$ cat src/rtl/mdu_pkg.sv
// Shared definitions for the multiply/divide unit: operation encodings,
// FSM state encoding and the divide-by-zero LO value.
package mdu_pkg;

  typedef enum logic [1:0] {
    OP_MULT  = 2'b00,
    OP_MULTU = 2'b01,
    OP_DIV   = 2'b10,
    OP_DIVU  = 2'b11
  } op_e;

  typedef enum logic [1:0] {
    IDLE = 2'b00,
    MUL  = 2'b01,
    DIV  = 2'b10,
    FIX  = 2'b11
  } state_e;

  // LO result of a divide by zero: all ones (truncated to the datapath width).
  localparam logic [63:0] DIV0_LO = '1;

endpackage

$ cat src/rtl/mdu_div_iter.sv
// Restoring-divide datapath: unsigned magnitudes only, one quotient bit per
// step. load captures dividend/divisor; step performs one shift-subtract.
module mdu_div_iter #(
  parameter int DATA_WIDTH = 32
) (
  input  logic                  clk,
  input  logic                  rst,
  input  logic                  load,
  input  logic                  step,
  input  logic [DATA_WIDTH-1:0] dividend,
  input  logic [DATA_WIDTH-1:0] divisor,
  output logic [DATA_WIDTH-1:0] quot,
  output logic [DATA_WIDTH-1:0] rem
);

  logic [DATA_WIDTH-1:0] rem_q, rem_d;
  logic [DATA_WIDTH-1:0] quot_q, quot_d;
  logic [DATA_WIDTH-1:0] dsr_q, dsr_d;
  logic [DATA_WIDTH:0]   shifted;
  logic [DATA_WIDTH-1:0] diff;
  logic                  fits;

  // Shift the next dividend bit into the partial remainder and subtract when it fits.
  always_comb begin
    shifted = {rem_q, quot_q[DATA_WIDTH-1]};
    fits    = shifted >= {1'b0, dsr_q};
    // When it fits the difference is below 2^DATA_WIDTH, so the low bits are exact.
    diff    = shifted[DATA_WIDTH-1:0] - dsr_q;
    rem_d   = rem_q;
    quot_d  = quot_q;
    dsr_d   = dsr_q;
    if (load) begin
      rem_d  = '0;
      quot_d = dividend;
      dsr_d  = divisor;
    end else if (step) begin
      rem_d  = fits ? diff : shifted[DATA_WIDTH-1:0];
      quot_d = {quot_q[DATA_WIDTH-2:0], fits};
    end
  end

  // Datapath registers.
  always_ff @(posedge clk or posedge rst) begin
    if (rst) begin
      rem_q  <= '0;
      quot_q <= '0;
      dsr_q  <= '0;
    end else begin
      rem_q  <= rem_d;
      quot_q <= quot_d;
      dsr_q  <= dsr_d;
    end
  end

  assign quot = quot_q;
  assign rem  = rem_q;

endmodule

$ cat src/rtl/mul_div_unit.sv
// Iterative multiply/divide unit owning HI/LO. Operands are reduced to
// magnitudes at accept; sign is reapplied in FIX when HI/LO are committed.
// Optional macro FAST_MUL_EN: single-cycle multiplier, MUL state skipped.
module mul_div_unit #(
  parameter int DATA_WIDTH = 32,
  parameter int CNT_WIDTH  = 6
) (
  input  logic                  clk,
  input  logic                  rst,
  input  logic                  StartE,
  input  logic [1:0]            OpE,
  input  logic [DATA_WIDTH-1:0] SrcAE,
  input  logic [DATA_WIDTH-1:0] SrcBE,
  input  logic                  FlushE,
  input  logic                  WriteHiE,
  input  logic                  WriteLoE,
  output logic                  BusyE,
  output logic                  DoneE,
  output logic [DATA_WIDTH-1:0] HiOut,
  output logic [DATA_WIDTH-1:0] LoOut
);
  import mdu_pkg::*;

  localparam int W = DATA_WIDTH;

  state_e               state_q, state_d;
  logic [CNT_WIDTH-1:0] cnt_q, cnt_d;
  op_e                  op_q, op_d;
  logic                 neg_res_q, neg_res_d;  // product/quotient must be negated
  logic                 neg_rem_q, neg_rem_d;  // dividend was negative
  logic                 div0_q, div0_d;
  logic [W-1:0]         mag_a_q, mag_a_d;
  logic [2*W-1:0]       acc_q, acc_d;          // {partial product, remaining multiplier bits}
  logic [W-1:0]         hi_q, hi_d, lo_q, lo_d;
  logic                 done_q, done_d;

  logic         op_signed, a_neg, b_neg, accept, start_div;
  logic [W-1:0] mag_a, mag_b, quot, rem;
  logic [W:0]   mul_sum;
  logic [2*W-1:0] prod_s;
  logic [W-1:0] quot_s, rem_s;
  logic         div_load, div_step;

  // Operand magnitudes and the FIX-stage signed results.
  always_comb begin
    op_signed = (OpE == OP_MULT) || (OpE == OP_DIV);
    a_neg     = op_signed & SrcAE[W-1];
    b_neg     = op_signed & SrcBE[W-1];
    mag_a     = a_neg ? -SrcAE : SrcAE;
    mag_b     = b_neg ? -SrcBE : SrcBE;
    accept    = StartE & ~FlushE & (state_q == IDLE);
    start_div = OpE[1];
    mul_sum   = {1'b0, acc_q[2*W-1:W]} + (acc_q[0] ? {1'b0, mag_a_q} : '0);
    prod_s    = neg_res_q ? -acc_q : acc_q;
    quot_s    = neg_res_q ? -quot : quot;
    rem_s     = neg_rem_q ? -rem : rem;
  end

  // Next-state, datapath and HI/LO update logic.
  always_comb begin
    state_d   = state_q;
    cnt_d     = cnt_q;
    op_d      = op_q;
    neg_res_d = neg_res_q;
    neg_rem_d = neg_rem_q;
    div0_d    = div0_q;
    mag_a_d   = mag_a_q;
    acc_d     = acc_q;
    hi_d      = hi_q;
    lo_d      = lo_q;
    done_d    = 1'b0;
    div_load  = 1'b0;
    div_step  = 1'b0;
    case (state_q)
      IDLE: begin
        if (accept) begin
          op_d      = op_e'(OpE);
          neg_res_d = a_neg ^ b_neg;
          neg_rem_d = a_neg;
          div0_d    = (SrcBE == '0);
          mag_a_d   = mag_a;
          cnt_d     = CNT_WIDTH'(W);
          if (start_div) begin
            div_load = 1'b1;
            state_d  = DIV;
          end else begin
`ifdef FAST_MUL_EN
            acc_d   = {{W{1'b0}}, mag_a} * {{W{1'b0}}, mag_b};
            state_d = FIX;
`else
            acc_d   = {{W{1'b0}}, mag_b};
            state_d = MUL;
`endif
          end
        end else if (!FlushE) begin
          if (WriteHiE) hi_d = SrcAE;
          if (WriteLoE) lo_d = SrcAE;
        end
      end
      MUL: begin
        acc_d = {mul_sum, acc_q[W-1:1]};
        cnt_d = cnt_q - CNT_WIDTH'(1);
        if (cnt_q == CNT_WIDTH'(1)) state_d = FIX;
      end
      DIV: begin
        div_step = 1'b1;
        cnt_d    = cnt_q - CNT_WIDTH'(1);
        if (cnt_q == CNT_WIDTH'(1)) state_d = FIX;
      end
      FIX: begin
        done_d  = 1'b1;
        state_d = IDLE;
        if ((op_q == OP_DIV) || (op_q == OP_DIVU)) begin
          // With a zero divisor the remainder path already holds |dividend|,
          // so restoring the dividend sign returns the dividend unchanged.
          hi_d = rem_s;
          lo_d = div0_q ? W'(DIV0_LO) : quot_s;
        end else begin
          hi_d = prod_s[2*W-1:W];
          lo_d = prod_s[W-1:0];
        end
      end
      default: state_d = IDLE;
    endcase
  end

  // State and result registers; reset discards any operation in flight.
  always_ff @(posedge clk or posedge rst) begin
    if (rst) begin
      state_q   <= IDLE;
      cnt_q     <= '0;
      op_q      <= OP_MULT;
      neg_res_q <= 1'b0;
      neg_rem_q <= 1'b0;
      div0_q    <= 1'b0;
      mag_a_q   <= '0;
      acc_q     <= '0;
      hi_q      <= '0;
      lo_q      <= '0;
      done_q    <= 1'b0;
    end else begin
      state_q   <= state_d;
      cnt_q     <= cnt_d;
      op_q      <= op_d;
      neg_res_q <= neg_res_d;
      neg_rem_q <= neg_rem_d;
      div0_q    <= div0_d;
      mag_a_q   <= mag_a_d;
      acc_q     <= acc_d;
      hi_q      <= hi_d;
      lo_q      <= lo_d;
      done_q    <= done_d;
    end
  end

  mdu_div_iter #(.DATA_WIDTH(W)) u_div (
    .clk      (clk),
    .rst      (rst),
    .load     (div_load),
    .step     (div_step),
    .dividend (mag_a),
    .divisor  (mag_b),
    .quot     (quot),
    .rem      (rem)
  );

  assign BusyE = (state_q != IDLE);
  assign DoneE = done_q;
  assign HiOut = hi_q;
  assign LoOut = lo_q;

endmodule

$ cat config.mk
export PLATFORM = sky130hd
export DESIGN_NAME = mul_div_unit
export DESIGN_NICKNAME = d
export VERILOG_FILES = /design/src/rtl/mdu_pkg.sv /design/src/rtl/mdu_div_iter.sv /design/src/rtl/mul_div_unit.sv
export SDC_FILE = /design/constraint.sdc
export NUM_CORES = 1
export LEC_CHECK = 0
export CAP_MARGIN = 30
export CORE_MARGIN = 4
export CORE_UTILIZATION = 49
export CTS_CLUSTER_DIAMETER = 100
export CTS_CLUSTER_SIZE = 20
export DETAILED_ROUTE_END_ITERATION = 12
export MAX_ROUTING_LAYER = met4
export PLACE_DENSITY = 0.71
export SYNTH_ARGS = -nofsm -noshare
export SYNTH_HDL_FRONTEND = slang
export SYNTH_SLANG_ARGS = --single-unit
$ cat constraint.sdc
create_clock -name clk -period 11.25 [get_ports clk]
set_clock_uncertainty 0.05 [all_clocks]
set_input_delay 2.8125 -clock clk [delete_from_list [all_inputs] [get_ports clk]]
set_output_delay 2.8125 -clock clk [all_outputs]
set_load 0.01 [all_outputs]
==> parameters.txt <==
Parameter                              Value

Synthesis
  Average cell area after synthesis    8.19 um^2
  Warnings from Yosys    0
  Simple-gate area share of the yosys netlist    0.187
  Cell taking the most area after synthesis    sky130_fd_sc_hd__dfrtp_1
  Number of register bits inferred by synthesis    269
  Compound-Gate Fraction of Synth Area    0.254
  Portion of netlist area occupied by mux cells    0.0137
  Area of the mapped netlist    19400 um^2
  Yosys cell types    69
  Share of flip-flops with an asynchronous set or reset after synthesis    1.00
  Post-Syn Nets    2523
  Dominant combinational cell family by area after synthesis    compound AO/OA/AOI/OAI gates
  Dominant register cell in the synthesized netlist    sky130_fd_sc_hd__dfrtp_1
  Number of enable-type register cells in the synthesized netlist    0
  Cells after synthesis    2374
  Top post-synthesis cells by area    sky130_fd_sc_hd__dfrtp_1 35%, sky130_fd_sc_hd__nand2_1 6.0%, sky130_fd_sc_hd__xnor2_1 5.7%, sky130_fd_sc_hd__o21ai_0 5.3%, sky130_fd_sc_hd__ha_1 4.8%
  Arithmetic-cell share of the synthesized area counting full adders, half adders and majority gates    0.0503
  Parity-gate share of the synthesized area counting xor and xnor cells    0.105
  Seq/Total Area, Yosys    0.346
  Cell with the most instances after synthesis    sky130_fd_sc_hd__nand2_1
  Fraction of post-synthesis cell area in the top cell type by area    0.346
  Top post-synthesis cells by count    309 x sky130_fd_sc_hd__nand2_1, 269 x sky130_fd_sc_hd__dfrtp_1, 206 x sky130_fd_sc_hd__o21ai_0

Final layout
  Fill cell count    3636
  Fraction of final layout cells sized beyond drive strength 1    0.0327
  Number of nets in the final layout    2562
  Final Cell Area    21700 um^2
  Area growth from synthesis to final layout    11.6%

Timing
  Hold Worst Slack    430 ps
  Top achievable clock speed    0.174 GHz
  Relative slew slack    0.251
  Final count of hold timing violations    0
  Final critical-path share of the clock period    0.511
  Final Critical Period    5750 ps
  Pins over their slew limit    0
  Endpoints failing setup    0
  Tightest Pin Transition    1120 ps
  Aggregate negative setup slack    0 ps
  RSZ-0062 raised after global routing    false

CTS
  Count of H-tree levels built during CTS    1
  Clock buffers created by TritonCTS    17
  Count of cells resized by post-cts repair    0
  Clock transition at the register clock pins on the worst setup and hold paths after CTS    90 ps
  Clock sink count    269
  Later-pin clock latency in the skew report    540 ps
  Post-CTS Setup Repair Bufs    0
  Clock tree buffer depth    3
  Clock tree from TritonCTS    built
  Number of buffers inserted by hold repair at cts    0
  CTS Root Buffer Type    sky130_fd_sc_hd__clkbuf_16

Floorplan
  Chip width    207 um
  Initial core utilization    0.500
  Area of the core region    38900 um^2
  FP Rows    72
  Die outline height    207 um
  Number of placed I/O pins    138
  Die Outline Area    42900 um^2

Detailed routing
  Met3 wire len    5940 um
  Met2 WL post-DR    29300 um
  Length of routed wiring on met1    28700 um
  Post-detailed-route DRC marker count    0
  Detailed-route vias per instance    6.33
  Total number of vias    18600
  Wire length after detailed routing    66600 um
  Final ANT Viol Nets    0
  Initial drt markers    2023
  Top layer in use    met4
  Routed wire length per instance    22.7 um
  Number of iterations in the first detailed-routing pass    8

Placement
  Sum of net half-perimeters after detailed placement    49600 um
  Placed Instance Area    21200 um^2
  GPL Wtd Cong    0.993
  Count of buffers inserted at the top-level ports    137

GRT
  Total routing resource utilization after global routing    0.302
  Initial antenna violation count    2
  Vias in the first global route    17200
  Total overflow reported by the global router    0
  Largest net degree at the start of global routing    90
  Global-route wire length before repair    101000 um

Setup path
  Biggest cell delay along the critical path    780 ps
  Cells along the critical path    clkdlybuf4s50_1, or3_1, nor3b_1, nand4_1, nor4_1, a21oi_1, xnor2_1, a211oi_1, a21o_1
  Nature of the critical path startpoint    primary input
  Worst-path fanout max    7
  Critical path class    in -> reg
  Endpoint type of the worst setup path    flip-flop
  Arr. time, crit path    6130 ps
  Worst path slowest cell    sky130_fd_sc_hd__nor3b_1
  Required time of the worst setup path    11630 ps

Power
  P per Cell Area    320 nW/um^2
  Peak supply drop    0.270 mV
  Static leakage    9.17 nW
  Final Power    6.94 mW

Flow run
  Max-cap violations    0

Hold path
  Tightest Hold Check Type    reg -> reg

Outcome
  Outcome    finished clean
[power breakdown]
part,internal (mW),switching [mW]
clock network,0.286,0.361
logic,1.74,2.50
registers,1.41,0.638
total,3.44,3.50
[stage by stage]
step                      cells  utilization  setup slack [ps]
after floorplan            2374            -               977
after global placement     2909        0.544              5070
after detailed placement   2910        0.544              5070
after CTS                  2932        0.556              5590
after global routing       2936        0.558              5250
final                      2936        0.558              5500
[path summary, 6_finish.rpt]
check,startpoint,endpoint,slack [ps],cells after the start
max,SrcBE[3],acc_q[30]$_DFFE_PP0P_,5500,9
min,mag_a_q[19]$_DFFE_PP0P_,mag_a_q[19]$_DFFE_PP0P_,430,2
max reg2reg,acc_q[0]$_DFFE_PP0P_,acc_q[57]$_DFFE_PP0P_,7300,14
min reg2reg,mag_a_q[19]$_DFFE_PP0P_,mag_a_q[19]$_DFFE_PP0P_,430,2
max in group asynchronous,rst,u_div.dsr_q[10]$_DFFE_PP0P_,7120,3
min in group asynchronous,rst,u_div.rem[13]$_DFFE_PP0P_,2690,2
[worst max-delay path, delay by kind of cell]
kind            cells  cell delay [ps]
xor+xnor            1              210
buf+inv             1              450
compound gates      3              440
simple gates        4             2210
[metal layers]
| metal | up-vias | global-route usage |
|---|---|---|
| met2 | 894 | 0.453 |
| li1 | 8581 | - |
| met5 | - | - |
| met1 | 8969 | 0.419 |
| met4 | 0 | 0.0894 |
| met3 | 152 | 0.0565 |
[final cells by class]
| cell class | count | area (um^2) | area share |
|---|---|---|---|
| repair buffers | 160 | 1590 | 0.0733 |
| inverters | 78 | 300 | 0.0138 |
| diodes | 2 | 5.00 | 0.000231 |
| well taps | 518 | 648 | 0.0299 |
| flip-flops and latches | 269 | 6730 | 0.310 |
| clock inverters | 2 | 20.0 | 0.000923 |
| multi-input cells | 1887 | 12000 | 0.551 |
| clock buffers | 20 | 447 | 0.0206 |
[placed cells by master, fill, tap and decap left out, drive strengths merged, types with 23 or more instances in the layout]
cell type,instances
o211a,26
xnor2,127
a31oi,49
nand2,309
o21ai,213
inv,80
nand3,38
o31ai,53
ha,75
o211ai,29
nor3,36
and2,36
nand2b,27
a21o,54
clkdlybuf4s50,137
nor2,184
or3,23
a211oi,52
nor2b,44
buf,23
xor2,107
a21oi,180
dfrtp,269
[state kept, by name, indices dropped and copies added, names as in the netlist, 6 cells and up]
name / count
LoOut: 32
u_div.quot: 32
HiOut: 32
mag_a_q: 32
u_div.rem: 32
cnt_q: 6
u_div.dsr_q: 32
acc_q: 64
[logic make-up after synthesis]
kind of cell | count (synthesis)
and+or+nand+nor | 781
xor gates and xnor gates | 234
muxes | 26
adders and majority gates | 77
DFF | 269
buffers and inverters | 218
AOI/OAI and AO/OA | 769
Note: power is estimated with default switching activity, not from simulation.
